`config.mk`:
```
export PLATFORM = sky130hd
export DESIGN_NAME = mem_stage_lsu
export DESIGN_NICKNAME = d
export VERILOG_FILES = /design/src/rtl/rv32_pkg.sv /design/src/rtl/load_align.sv /design/src/rtl/mem_stage_lsu.sv
export SDC_FILE = /design/constraint.sdc
export NUM_CORES = 1
export LEC_CHECK = 0
export ABC_AREA = 1
export ABC_CLOCK_PERIOD_IN_PS = 6200
export BUFFER_PORTS_ARGS = -buffer_cell sky130_fd_sc_hd__clkbuf_2
export CORE_MARGIN = 8
export CORE_UTILIZATION = 56
export CTS_CLUSTER_DIAMETER = 60
export CTS_CLUSTER_SIZE = 25
export DETAILED_ROUTE_END_ITERATION = 16
export PLACE_DENSITY_LB_ADDON = 0.2
export SKIP_LAST_GASP = 1
export SLEW_MARGIN = 20
export SYNTH_ARGS = -nofsm -noshare
export SYNTH_HDL_FRONTEND = slang
export SYNTH_HIERARCHICAL = 1
export SYNTH_SLANG_ARGS = --single-unit
```
`constraint.sdc`:
```
create_clock -name clk -period 6.2 [get_ports clk]
set_clock_uncertainty 0.05 [all_clocks]
set_input_delay 0.31 -clock clk [delete_from_list [all_inputs] [get_ports clk]]
set_output_delay 0.31 -clock clk [all_outputs]
set_load 0.05 [all_outputs]
```
`src/rtl/rv32_pkg.sv`:
```
// rv32_pkg: shared RV32 decode opcodes plus load/store width codes, FSM encoding and store helpers
package rv32_pkg;
  localparam logic [4:0] OPC_LOAD   = 5'b00000;
  localparam logic [4:0] OPC_STORE  = 5'b01000;
  localparam logic [4:0] OPC_OP_IMM = 5'b00100;
  localparam logic [4:0] OPC_AUIPC  = 5'b00101;
  localparam logic [4:0] OPC_OP     = 5'b01100;
  localparam logic [4:0] OPC_LUI    = 5'b01101;
  localparam logic [4:0] OPC_BRANCH = 5'b11000;
  localparam logic [4:0] OPC_JALR   = 5'b11001;
  localparam logic [4:0] OPC_JAL    = 5'b11011;
  localparam logic [4:0] OPC_SYSTEM = 5'b11100;
  localparam logic [2:0] F3_B  = 3'b000;
  localparam logic [2:0] F3_H  = 3'b001;
  localparam logic [2:0] F3_W  = 3'b010;
  localparam logic [2:0] F3_BU = 3'b100;
  localparam logic [2:0] F3_HU = 3'b101;
  typedef enum logic [1:0] {SZ_B, SZ_H, SZ_W} lsu_size_e;
  typedef enum logic {S_IDLE = 1'b0, S_WAIT = 1'b1} lsu_state_e;
  // The unsigned codes only exist for loads; anything undefined is a word access
  function automatic lsu_size_e lsu_size(input logic [2:0] f3, input logic is_load);
    return (f3 == F3_B || (is_load && f3 == F3_BU)) ? SZ_B :
           (f3 == F3_H || (is_load && f3 == F3_HU)) ? SZ_H : SZ_W;
  endfunction
  function automatic logic [3:0] store_be(input lsu_size_e sz, input logic [1:0] off);
    return sz == SZ_B ? 4'b0001 << off : sz == SZ_H ? 4'b0011 << off : 4'b1111;
  endfunction
  function automatic logic [31:0] store_wdata(input lsu_size_e sz, input logic [31:0] d);
    return sz == SZ_B ? {4{d[7:0]}} : sz == SZ_H ? {2{d[15:0]}} : d;
  endfunction
endpackage

```
`src/rtl/load_align.sv`:
```
// load_align: picks the addressed byte/halfword of a read word and sign- or zero-extends it
module load_align
  import rv32_pkg::*;
(
  input  logic [31:0] word_i,
  input  logic [1:0]  addr_i,
  input  logic [2:0]  funct3_i,
  output logic [31:0] result_o
);
  logic [7:0]  b;
  logic [15:0] h;
  always_comb begin
    b = word_i[{addr_i, 3'b000} +: 8];
    h = addr_i[1] ? word_i[31:16] : word_i[15:0];
    result_o = funct3_i == F3_B  ? {{24{b[7]}}, b} :
               funct3_i == F3_H  ? {{16{h[15]}}, h} :
               funct3_i == F3_BU ? {24'h0, b} :
               funct3_i == F3_HU ? {16'h0, h} : word_i;
  end
endmodule

```
`src/rtl/mem_stage_lsu.sv`:
```
// mem_stage_lsu: M-stage load/store unit driving a single-outstanding ready-handshake data memory
module mem_stage_lsu
  import rv32_pkg::*;
#(
  parameter int ADDR_W = 32,
  parameter int DATA_W = 32
) (
  input  logic              clk,
  input  logic              rst_n,
  input  logic [31:0]       M_instr,
  input  logic              M_valid,
  input  logic [31:0]       M_alu_result,
  input  logic [DATA_W-1:0] M_store_data,
  output logic              dmem_req,
  output logic              dmem_we,
  output logic [ADDR_W-1:0] dmem_addr,
  output logic [DATA_W-1:0] dmem_wdata,
  output logic [3:0]        dmem_be,
  input  logic              dmem_ready,
  input  logic [DATA_W-1:0] dmem_rdata,
  output logic [DATA_W-1:0] W_load_data,
  output logic              stall_M,
  output logic              misaligned
);
  lsu_state_e        state_q, state_d;
  logic [ADDR_W-1:0] addr_q, addr_d, cur_addr;
  logic [31:0]       wdata_q, wdata_d, cur_wdata;
  logic [3:0]        be_q, be_d, cur_be;
  logic              we_q, we_d, cur_we;
  logic [2:0]        f3_q, f3_d, cur_f3;
  logic [31:0]       load_q, load_d, aligned;
  logic              mis_q, mis_d;
  logic [2:0]        f3;
  logic              is_ld, is_st, mis_now, go, idle, req, stall, cap;
  lsu_size_e         sz;
  logic              unused_instr;
  assign unused_instr = ^{M_instr[31:15], M_instr[11:7], M_instr[1:0]};
  assign f3      = M_instr[14:12];
  assign is_ld   = M_valid && M_instr[6:2] == OPC_LOAD;
  assign is_st   = M_valid && M_instr[6:2] == OPC_STORE;
  assign sz      = lsu_size(f3, is_ld);
  assign mis_now = (is_ld || is_st) &&
                   (sz == SZ_H ? M_alu_result[0] : sz == SZ_W && |M_alu_result[1:0]);
  assign go      = (is_ld || is_st) && !mis_now;
  load_align u_align (
    .word_i  (dmem_rdata),
    .addr_i  (cur_addr[1:0]),
    .funct3_i(cur_f3),
    .result_o(aligned)
  );
  // In IDLE the request is formed straight from the M stage; in WAIT it replays the captured copy
  always_comb begin
    idle      = state_q == S_IDLE;
    cur_addr  = idle ? M_alu_result[ADDR_W-1:0] : addr_q;
    cur_we    = idle ? is_st : we_q;
    cur_be    = idle ? (is_st ? store_be(sz, M_alu_result[1:0]) : 4'hF) : be_q;
    cur_wdata = idle ? (is_st ? store_wdata(sz, M_store_data) : 32'h0) : wdata_q;
    cur_f3    = idle ? f3 : f3_q;
    req       = idle ? go : 1'b1;
    stall     = req && !dmem_ready;
    state_d   = stall ? S_WAIT : S_IDLE;
    cap       = idle && stall;
    addr_d    = cap ? cur_addr : addr_q;
    we_d      = cap ? cur_we : we_q;
    be_d      = cap ? cur_be : be_q;
    wdata_d   = cap ? cur_wdata : wdata_q;
    f3_d      = cap ? cur_f3 : f3_q;
    load_d    = req && dmem_ready && !cur_we ? aligned : load_q;
    mis_d     = idle && mis_now;
  end
  always_ff @(posedge clk or negedge rst_n) begin
    if (!rst_n) begin
      state_q <= S_IDLE;
      addr_q  <= '0;
      we_q    <= 1'b0;
      be_q    <= '0;
      wdata_q <= '0;
      f3_q    <= '0;
      load_q  <= '0;
      mis_q   <= 1'b0;
    end else begin
      state_q <= state_d;
      addr_q  <= addr_d;
      we_q    <= we_d;
      be_q    <= be_d;
      wdata_q <= wdata_d;
      f3_q    <= f3_d;
      load_q  <= load_d;
      mis_q   <= mis_d;
    end
  end
  // Handshake outputs are forced quiet while reset is held, even though IDLE would otherwise decode M
  assign dmem_req    = rst_n && req;
  assign dmem_we     = rst_n && req && cur_we;
  assign stall_M     = rst_n && stall;
  assign dmem_addr   = {cur_addr[ADDR_W-1:2], 2'b00};
  assign dmem_be     = cur_be;
  assign dmem_wdata  = cur_wdata;
  assign W_load_data = load_q;
  assign misaligned  = mis_q;
endmodule

```
==> results of run 1 <==
-- cell usage in the layout (no fill, tap or decap), drive strengths merged --
| master | n |
|---|---|
| clkinv | 2 |
| a31oi | 8 |
| o21a | 3 |
| buf | 10 |
| and3 | 1 |
| nand2b | 3 |
| a21oi | 24 |
| dfrtp | 106 |
| ha | 4 |
| nand4 | 36 |
| dlygate4sd3 | 1 |
| o21bai | 1 |
| o21ai | 62 |
| o211ai | 7 |
| nor3 | 5 |
| nand2 | 504 |
| clkbuf | 220 |
| nor2 | 46 |
| inv | 84 |
| a21o | 2 |
| nand3 | 72 |
| conb | 2 |
-- critical path: stages (launching register included) --
cell	delay [ns]
dfrtp_2	0.36
buf_4	0.63
o21ai_0	0.48
inv_4	0.37
nand3_2	0.40
a21oi_4	0.34
inv_1	0.17
o21ai_0	0.16
nand3_1	0.11
nand2_1	0.10
-- state kept, by name, indices dropped and copies added (netlist names) --
name,flops
wdata_q,32
addr_q,32
misaligned,1
state_q,1
W_load_data,32
we_q,1
be_q,4
f3_q,3
-- cell type report --
class | instances | area (sq um) | area share, %
clock buffer | 12 | 256.5 | 3.154
clock inverter | 3 | 22.52 | 0.2770
inverter | 83 | 321.6 | 3.954
multi-input combinational | 780 | 3536 | 43.48
sequential | 106 | 2654 | 32.64
tap | 172 | 215.2 | 2.647
timing repair buffer | 219 | 1126 | 13.85
-- where the power goes --
group / total [mW] / leakage (nW) / switching (mW) / internal (mW)
clock: 0.550 / 0.139 / 0.256 / 0.294
sequential: 0.843 / 1.43 / 0.0554 / 0.788
combinational: 0.640 / 3.32 / 0.487 / 0.153
-- path summary, 6_finish.rpt --
check	from	to	slack, ns	cells past startpoint
max in group asynchronous	rst_n	W_load_data[8]	4.43	3
hold reg to reg	W_load_data[30]	W_load_data[30]	0.42	2
setup / recovery	state_q	W_load_data[12]	2.93	9
min in group asynchronous	rst_n	wdata_q[22]	0.47	2
setup reg to reg	state_q	W_load_data[12]	2.93	9
hold / removal	dmem_ready	state_q	0.17	2
-- cells by family after synthesis --
group,Yosys count
and+or+nand+nor,667
AOI/OAI and AO/OA,107
buffers and inverters,174
other,1
DFF,106
adders and majority gates,4
-- routing by layer --
layer	up-vias	global-route usage (%)	part of all wire, %
li1	3593	-	-
met1	3338	32.27	43
met2	287	40.08	47
met3	26	5.710	8.7
met4	0	7.395	1.9
met5	-	0	0
==> results.json, run 1 <==
{
  "antenna_cells": 0,
  "cellPowerDensity_nw_per_um2": 250.0,
  "synthMuxAreaShare_pct": 0,
  "antenna_found_initial": 0,
  "nNetsFinal": 1335,
  "htree_levels": 3,
  "max_freq_ghz": 0.3056,
  "grt_usage_pct": 24.72,
  "yosys_most_used_dff": "dfrtp_1",
  "grt_overflow": 0,
  "dp_hpwl_microns": 14420,
  "synth_common_cells": "nand2_1, dfrtp_1, inv_1",
  "synth_compound_gate_area_share_pct": 8.791,
  "synth-simple-area-share_pct": 40.28,
  "avgSynthCellArea_sq_um": 6.693,
  "pre_cts_ws_ns": 3.015,
  "synth_most_common_cell": "nand2_1",
  "ant_nets": 0,
  "clock-sinks": 106,
  "insertion_delay_ns": 0.35,
  "areaGrowthSynthToFinish_pct": 14.72,
  "slew-limit-headroom_pct": 40.27,
  "vias": 7244,
  "drive_above_1_share_pct": 22.78,
  "synth-xor-area-share_pct": 0,
  "cts_made_buffers": 9,
  "route.final.wire_length_microns": 20480,
  "syn_inst": 1059,
  "clockRootBuffer": "clkbuf_16",
  "cp-start-kind": "flip-flop",
  "cts_resized": 0,
  "worstSetupPathType": "reg2reg",
  "fin_cells": 1375,
  "routabilityCongestion": 0.9105,
  "maxCapViolCount": 0,
  "fin_tns_setup_ns": 0,
  "crit_fanout": 74,
  "placementRows": 41,
  "grt_pass1_vias": 6889,
  "drc_errors": 0,
  "die_x_microns": 128.5,
  "dieArea_sq_um": 16510,
  "grt_max_degree": 75,
  "leakagePower_nw": 4.890,
  "die_height_microns": 128.5,
  "synth_edf_count": 0,
  "status": "finished clean",
  "cts_tree": "done",
  "drv_slew": 0,
  "crit_arrival_ns": 3.51,
  "via_per_inst": 5.268,
  "finalPower_mw": 2.033,
  "synth_area_leaders": "dfrtp_1, nand2_1, nand3_1",
  "port_buffers": 209,
  "finalWorstSetupSlack_ns": 2.928,
  "hold_buffers": 1,
  "place_area_sq_um": 7843,
  "synth_top_cell_area_share_pct": 37.42,
  "ys_seq_area_share_pct": 37.42,
  "cp.required_ns": 6.43,
  "report.final.hold_viol_count": 0,
  "post-route-period-util_pct": 52.77,
  "routedWlPerCell_microns": 14.89,
  "ys_types": 41,
  "clock_path_buffers": 2,
  "utilization_pct": 65.23,
  "synthAdderAreaFrac_pct": 0.7061,
  "ir_drop_uv": 144.1,
  "hold_slack_ns": 0.1688,
  "io_pins": 236,
  "grt_pass1_wl_microns": 33090,
  "dp_cells": 1359,
  "post-cts-setup-buffer-count": 0,
  "fin_area_sq_um": 8132,
  "hp-class": "in2reg",
  "tightest_slew_ns": 0.8866,
  "setup_violations": 0,
  "endpoint_kind": "flip-flop",
  "start_util_pct": 56.86,
  "drt-initial-drc-count": 675,
  "yosys_register_bits": 106,
  "drt-pass1-iter-count": 5,
  "min_period_ns": 3.272,
  "synthesis.area_sq_um": 7088,
  "rsz0062_at_grt": "false",
  "clkTransAtPathRegs_ns": 0.07,
  "coreArea_sq_um": 12470,
  "synth_top_area_cell": "dfrtp_1",
  "yosysWarnings": 6,
  "fillers": 1239,
  "synth_top_family_by_area": "simple AND/OR/NAND/NOR gates",
  "async_flop_share_pct": 100.0
}
Power figures use the tool's default switching activity.
==> inputs of run 2 (changes only) <==
--- a/config.mk
+++ b/config.mk
@@ -6,10 +6,10 @@
 export NUM_CORES = 1
 export LEC_CHECK = 0
 export ABC_AREA = 1
-export ABC_CLOCK_PERIOD_IN_PS = 6200
+export ABC_CLOCK_PERIOD_IN_PS = 3000
 export BUFFER_PORTS_ARGS = -buffer_cell sky130_fd_sc_hd__clkbuf_2
 export CORE_MARGIN = 8
-export CORE_UTILIZATION = 56
+export CORE_UTILIZATION = 47
 export CTS_CLUSTER_DIAMETER = 60
 export CTS_CLUSTER_SIZE = 25
 export DETAILED_ROUTE_END_ITERATION = 16
==> constraint.sdc (replaced) <==
create_clock -name clk -period 3 [get_ports clk]
set_clock_uncertainty 0.05 [all_clocks]
set_input_delay 0.15 -clock clk [delete_from_list [all_inputs] [get_ports clk]]
set_output_delay 0.15 -clock clk [all_outputs]
set_load 0.05 [all_outputs]
==> run 2 against run 1 <==
  * Final cell count is 1.9% higher
  * Core utilization is 7.4 points lower
  * First-iteration DRC count is 0.30% higher
  * Setup slack worse by 2.6 ns
==> results.json, run 2 (same netlist as run 1, synthesis figures left out) <==
{
  "grt_pass1_wl_microns": 35490,
  "crit_fanout": 32,
  "r2r-end": "W_load_data[16]",
  "report.final.hold_viol_count": 0,
  "fillers": 1484,
  "tightest_slew_ns": 0.7686,
  "start_util_pct": 47.33,
  "io_pins": 236,
  "worstHoldEndpoint": "state_q",
  "r2r_slack_ns": 0.31,
  "setup_violations": 0,
  "min_period_ns": 2.686,
  "routedWlPerCell_microns": 15.70,
  "worstSetupPathType": "reg2reg",
  "maxCapViolCount": 0,
  "htree_levels": 3,
  "holdPathStages": 2,
  "clockRootBuffer": "clkbuf_16",
  "drive_above_1_share_pct": 23.43,
  "finalWorstSetupSlack_ns": 0.3139,
  "antenna_found_initial": 2,
  "dp_hpwl_microns": 15640,
  "grt_max_degree": 98,
  "grt_usage_pct": 22.64,
  "status": "finished clean",
  "crit_arrival_ns": 2.87,
  "cts_tree": "done",
  "dieArea_sq_um": 19270,
  "critPathLaunch": "state_q",
  "max_freq_ghz": 0.3723,
  "post-cts-setup-buffer-count": 0,
  "leakagePower_nw": 5.045,
  "endpoint_kind": "flip-flop",
  "placementRows": 45,
  "hold_buffers": 1,
  "clock_path_buffers": 2,
  "multi_input_area_sq_um": 3536,
  "pre_cts_ws_ns": 0.3383,
  "die_height_microns": 138.8,
  "drv_slew": 0,
  "drc_errors": 0,
  "layout_common_cells": "nand2_1, clkbuf_2, dfrtp_1, inv_1, nand3_1",
  "ant_nets": 0,
  "nNetsFinal": 1344,
  "hp-class": "in2reg",
  "drt-initial-drc-count": 677,
  "routabilityCongestion": 0.9306,
  "ir_drop_uv": 332.5,
  "rr_worst_depth": 12,
  "route.final.wire_length_microns": 21990,
  "cp.required_ns": 3.18,
  "vias": 7193,
  "cp-start-kind": "flip-flop",
  "via_per_inst": 5.134,
  "grt_overflow": 0,
  "slew-limit-headroom_pct": 48.22,
  "cts_resized": 0,
  "cts_made_buffers": 9,
  "die_x_microns": 138.8,
  "finalPower_mw": 4.313,
  "insertion_delay_ns": 0.35,
  "coreArea_sq_um": 14980,
  "clkTransAtPathRegs_ns": 0.07,
  "hold_start": "dmem_ready",
  "r2r-start": "state_q",
  "grt_pass1_vias": 7016,
  "drt-pass1-iter-count": 5,
  "final_common_cell": "nand2_1",
  "fin_tns_setup_ns": 0,
  "post-route-period-util_pct": 89.54,
  "areaGrowthSynthToFinish_pct": 22.21,
  "clock-sinks": 106,
  "rsz0062_at_grt": "false",
  "ff_latch_area_sq_um": 2654,
  "cellPowerDensity_nw_per_um2": 497.9,
  "port_buffers": 209
}
run 2: metal layers:
layer / up-vias / track usage [%] / wire [microns]
met5: - / 0 / 8
met4: 2 / 9.012 / 596
met3: 39 / 5.267 / 1639
met2: 259 / 36.36 / 10230
met1: 3279 / 28.92 / 9515
li1: 3614 / - / -
run 2: worst max-delay path, stage by stage (launching register included):
cell and delay, ns:
dfrtp_2 0.44, buf_4 0.35, nand2_1 0.07, o21ai_0 0.31, inv_4 0.27, nand2_8 0.18, inv_6 0.09, nand2_8 0.11
nor2_4 0.05, nor2_8 0.30, o21ai_0 0.17, nand3_1 0.11, nand2_1 0.06
run 2: worst max path at each step:
stage               cells after the start         endpoint  slack (ns)
global route                           12  W_load_data[16]        0.04
finish                                 12  W_load_data[16]        0.31
floorplan                              11  W_load_data[22]        0.58
global placement                       12  W_load_data[21]        0.39
CTS                                    12  W_load_data[16]        0.32
detailed placement                     12  W_load_data[16]        0.34
run 2: cell type report:
type,count,share of cell area [%]
multi-input combinational,780,40.82
antenna,1,0.02889
clock inverter,4,0.5922
inverter,83,3.712
tap,188,2.716
timing repair buffer,228,18.58
sequential,106,30.64
clock buffer,11,2.918
run 2: metrics by stage:
step	hold slack [ns]	cells	util [%]	cell area (sq um)
6_report	0.01525	1401	57.84	8662
5_1_grt	0.02606	1401	57.84	8662
4_1_cts	0.004147	1400	57.82	8660
3_5_place_dp	-0.02191	1384	55.72	8346
3_3_place_gp	-0.02528	1384	55.72	8346
2_1_floorplan	-0.1956	1060	-	7092
run 2: where the power goes:
group          internal, mW  switching [mW]  total (mW)
Sequential             1.63           0.117        1.74
Clock                 0.689           0.537        1.23
Combinational         0.328            1.01        1.34
Total                  2.64            1.67        4.31
